<file path="src/rtl/fetch_ctrl.sv">
// PC sequencer and fetch controller for the dual-issue fetch stage.
// Selects the next bundle address and drives slot valids, fetch acceptance and flushes.
module fetch_ctrl #(
  parameter logic [31:0] PC_START = 32'h00400020,
  parameter int          CNT_W    = 32
) (
  input  logic             clk,
  input  logic             reset,
  input  logic             stall,
  input  logic             br_taken,
  input  logic [31:0]      br_target,
  input  logic             jmp_valid,
  input  logic [31:0]      jmp_target,
  input  logic             halt,
  input  logic             imem_ready,
  output logic [31:0]      pc,
  output logic [31:0]      imem_addr,
  output logic             slot0_valid,
  output logic             slot1_valid,
  output logic             fetch_valid,
  output logic             flush_if_id,
  output logic             flush_id_ex,
  output logic             misalign_err,
  output logic [1:0]       state,
  output logic [CNT_W-1:0] bundle_cnt
);

  typedef enum logic [1:0] {
    BOOT      = 2'd0,
    FETCH     = 2'd1,
    MISS_WAIT = 2'd2,
    HALTED    = 2'd3
  } state_t;

  state_t      cur_state;
  state_t      nxt_state;
  logic [31:0] pc_q;
  logic [31:0] pc_nxt;
  logic [31:0] seq_pc;
  logic        jmp_eff;
  logic        err_set;

  // A jump is only honoured when the hazard unit is not holding the front end
  assign jmp_eff   = jmp_valid & ~stall;
  assign seq_pc    = {pc_q[31:3], 3'b000} + 32'd8;
  assign pc        = pc_q;
  assign imem_addr = {pc_q[31:3], 3'b000};
  assign state     = cur_state;

  always_ff @(posedge clk or negedge reset) begin
    if (!reset) begin
      cur_state    <= BOOT;
      pc_q         <= PC_START;
      bundle_cnt   <= '0;
      misalign_err <= 1'b0;
    end else begin
      cur_state    <= nxt_state;
      pc_q         <= pc_nxt;
      misalign_err <= misalign_err | err_set;
      if (fetch_valid) begin
        bundle_cnt <= bundle_cnt + CNT_W'(1);
      end
    end
  end

  always_comb begin
    nxt_state   = cur_state;
    pc_nxt      = pc_q;
    fetch_valid = 1'b0;
    slot0_valid = 1'b0;
    slot1_valid = 1'b0;
    flush_if_id = 1'b0;
    flush_id_ex = 1'b0;
    err_set     = 1'b0;

    case (cur_state)
      BOOT: begin
        nxt_state = FETCH;
      end

      // FETCH and MISS_WAIT share outputs; the miss state only remembers the wait
      FETCH, MISS_WAIT: begin
        slot0_valid = ~pc_q[2];
        slot1_valid = 1'b1;
        fetch_valid = imem_ready & ~stall & ~br_taken & ~jmp_eff & ~halt;
        if (br_taken) begin
          flush_if_id = 1'b1;
          flush_id_ex = 1'b1;
          pc_nxt      = {br_target[31:2], 2'b00};
          err_set     = |br_target[1:0];
          nxt_state   = FETCH;
        end else if (jmp_eff) begin
          flush_if_id = 1'b1;
          pc_nxt      = {jmp_target[31:2], 2'b00};
          err_set     = |jmp_target[1:0];
          nxt_state   = FETCH;
        end else if (halt) begin
          nxt_state = HALTED;
        end else if (!imem_ready) begin
          nxt_state = MISS_WAIT;
        end else if (stall) begin
          nxt_state = FETCH;
        end else begin
          pc_nxt    = seq_pc;
          nxt_state = FETCH;
        end
      end

      HALTED: begin
        nxt_state = HALTED;
      end

      default: begin
        nxt_state = BOOT;
      end
    endcase
  end

endmodule

</file>
<file path="config.mk">
export PLATFORM = sky130hd
export DESIGN_NAME = fetch_ctrl
export DESIGN_NICKNAME = d
export VERILOG_FILES = /design/src/rtl/fetch_ctrl.sv
export SDC_FILE = /design/constraint.sdc
export NUM_CORES = 1
export LEC_CHECK = 0
export ABC_CLOCK_PERIOD_IN_PS = 3100
export CORE_MARGIN = 8
export CORE_UTILIZATION = 47
export CTS_CLUSTER_DIAMETER = 200
export DETAILED_ROUTE_END_ITERATION = 6
export PLACE_DENSITY = 0.87
export SLEW_MARGIN = 20
export SYNTH_ARGS = -nofsm -noshare
export SYNTH_HDL_FRONTEND = slang
export SYNTH_SLANG_ARGS = --single-unit
</file>
<file path="constraint.sdc">
create_clock -name clk -period 3.1 [get_ports clk]
set_input_delay 0.775 -clock clk [delete_from_list [all_inputs] [get_ports clk]]
set_output_delay 0.775 -clock clk [all_outputs]
set_load 0.1 [all_outputs]
</file>
==> results_dict.tcl <==
set metrics [dict create \
    status "completed" \
    slowest_stage "clkdlybuf4s50_1" \
    cp_cell_sequence "clkdlybuf4s50_1, nand2b_1, nand2_1, and2_2, buf_12" \
    cts_buffer_depth 2 \
    path_delay_family "buffers and inverters" \
    rsz0062_at_grt "no" \
    synthFlopType "dfrtp_1" \
    synthToLayoutAreaGrowth_pct 39.7 \
    grt_pass1_wl_um 21900 \
    grt_usage_pct 22.7 \
    ant_nets 0 \
    port_buffers 169 \
    hp-class "reg -> reg" \
    dr.pass1.iters 4 \
    cp.arrival_ps 2080 \
    root_buffer "clkbuf_8" \
    ctsResizeCount 0 \
    route.detailed.drc 0 \
    synth_seq_cells 65 \
    viasPerCell 5.80 \
    die_h_um 110 \
    grt_pass1_vias 4455 \
    register_area_mm2 0.00164 \
    clk_latency_ps 340 \
    slew_viol_final 0 \
    drive_gt1_share_pct 23.5 \
    cap_violations 0 \
    fin_skew_ps 10.0 \
    drt_wl_total_um 13900 \
    fin_tns_setup_ps 0 \
    synth-seq-area-share_pct 39.1 \
    syn_area_mm2 0.00417 \
    start_util_pct 48.0 \
    diodes 0 \
    worst_setup_path_start_kind "input pin" \
    gp_congestion 0.906 \
    hold_viol 0 \
    design.core.area_mm2 0.00868 \
    critPathMaxStageDelay_ps 620 \
    pin_count 175 \
    synth_cell_types 54 \
    cts.sinks 65 \
    syn_avg_cell_area_um2 8.49 \
    fin_crit_ps 2850 \
    endpoint_kind "primary output" \
    period_share_pct 92.1 \
    crit_buf_inv 2 \
    dp_hpwl_um 10400 \
    synth_edf_count 0 \
    critPathKind "in -> out" \
    nFillCells 738 \
    multi_input_area_mm2 0.00220 \
    cts_hold_buffers 0 \
    grt_max_degree 66 \
    async_reset_ff_share_pct 100 \
    htree_levels 3 \
    rows 34 \
    finalSetupViolations 0 \
    syn_inst 491 \
    antenna_found_initial 0 \
    maxSlewHeadroom_pct 44.4 \
    wl_per_cell_um 18.7 \
    dieArea_mm2 0.0121 \
    tightest_slew_ps 834 \
    cts_tree "built" \
    via_count 4300 \
    overflow 0 \
    cts_made_buffers 9 \
    drt_iter0_markers 295 \
    postCtsSetupRepairBufs 0 \
    crit_path_max_fanout 5 \
    yosysWarnings 0 \
    crit_required_ps 2320 \
    nNetsFinal 704 \
    die_x_um 110 \
    clkTransAtPathRegs_ps 80 \
    fmax_mhz 350 \
]
[logic make-up (layout without fill, tap and decap cells)]
group	Yosys count	in the layout	synth area share, %
buffers and inverters	69	208	9.37
DFF	65	65	39.1
and+or+nand+nor	194	194	24.5
other	1	5	0.0900
xor gates and xnor gates	36	36	7.57
adders and majority gates	4	4	1.20
AOI/OAI and AO/OA	122	122	18.1
[cells in the mapped netlist, types with 8 or more instances]
cell type   n  area share (%)
clkbuf_1   23             2.1
xor2_1     14             2.9
o21ai_0    47             5.6
nand2_1    55             5.0
nand3_1    19             2.3
nor3_1     14             1.7
nand4_1    20             3.0
xnor2_1    22             4.6
and4_1      9             1.9
nor2_1     37             3.3
inv_1       8            0.72
and3_1     17             2.6
buf_4      34             6.1
dfrtp_1    63              38
a31oi_1     8             1.2
a21oi_1    29             3.5
[sequential cells by signal (all words and copies together) (netlist names)]
| register | flops |
|---|---|
| state | 2 |
| bundle_cnt | 32 |
| pc | 30 |
| misalign_err | 1 |
[through the flow]
| step | hold WS [ps] | instances | utilization (%) | setup slack, ps | cell area [um2] |
|---|---|---|---|---|---|
| finish | 473 | 742 | 67.1 | 246 | 5820 |
| global route | 501 | 742 | 67.1 | 162 | 5820 |
| CTS | 474 | 742 | 67.1 | 258 | 5820 |
| detailed placement | 455 | 726 | 64.5 | 268 | 5600 |
| global placement | 444 | 726 | 64.5 | 277 | 5600 |
| floorplan | 479 | 495 | - | 14.9 | 4210 |
[layout make-up]
class	count	area share (%)
Clock buffer	10	2.19
Clock inverter	6	1.59
Inverter	8	0.580
Multi-Input combinational cell	361	37.8
Sequential cell	65	28.1
Tap cell	108	2.32
Timing Repair Buffer	184	27.4
[layer usage]
metal	vias up	wire length [um]	part of all wire, %	track usage (%)
met4	0	144	1.0	5.80
met1	2081	5790	42	28.5
met3	15	1280	9.2	6.69
li1	2010	-	-	-
met2	194	6670	48	37.3
met5	-	0	0	0
[final timing paths]
check	start	to	slack, ps	depth (start not counted)
max in group asynchronous	reset	state[0]	1840	2
hold reg to reg	misalign_err	misalign_err	470	1
setup / recovery	stall	flush_if_id	250	5
setup reg to reg	pc[4]	pc[31]	790	6
hold / removal	misalign_err	misalign_err	470	1
min in group asynchronous	reset	bundle_cnt[18]	610	2
[worst register-to-register path, delay by kind of cell (launching register included)]
family	cells	cell delay (ps)
AND/OR/NAND/NOR	5	1520
adder cells (fa/ha/maj)	1	270
flip-flops	1	450
[cells in the final DEF (no fill, tap or decap), types with 3 or more instances in the layout]
master,instances
buf_4,110
and3_1,17
and4_1,9
o31ai_1,3
clkinvlp_4,3
buf_12,4
nand3_1,19
a31oi_1,8
xor2_1,14
a221oi_1,4
conb_1,5
xnor2_1,22
nand2_1,55
nor3_1,14
o21ai_0,47
a221o_1,3
clkbuf_8,9
ha_1,3
a21oi_1,29
inv_1,7
clkdlybuf4s50_1,68
nand4_1,20
and2_1,3
dfrtp_1,61
a211oi_1,4
nor2_1,37
a41oi_1,3
nand2b_1,3
Power is left out: the tool's default activity adds up to more than one toggle a clock period on the data nets, which glitch-free logic cannot reach.
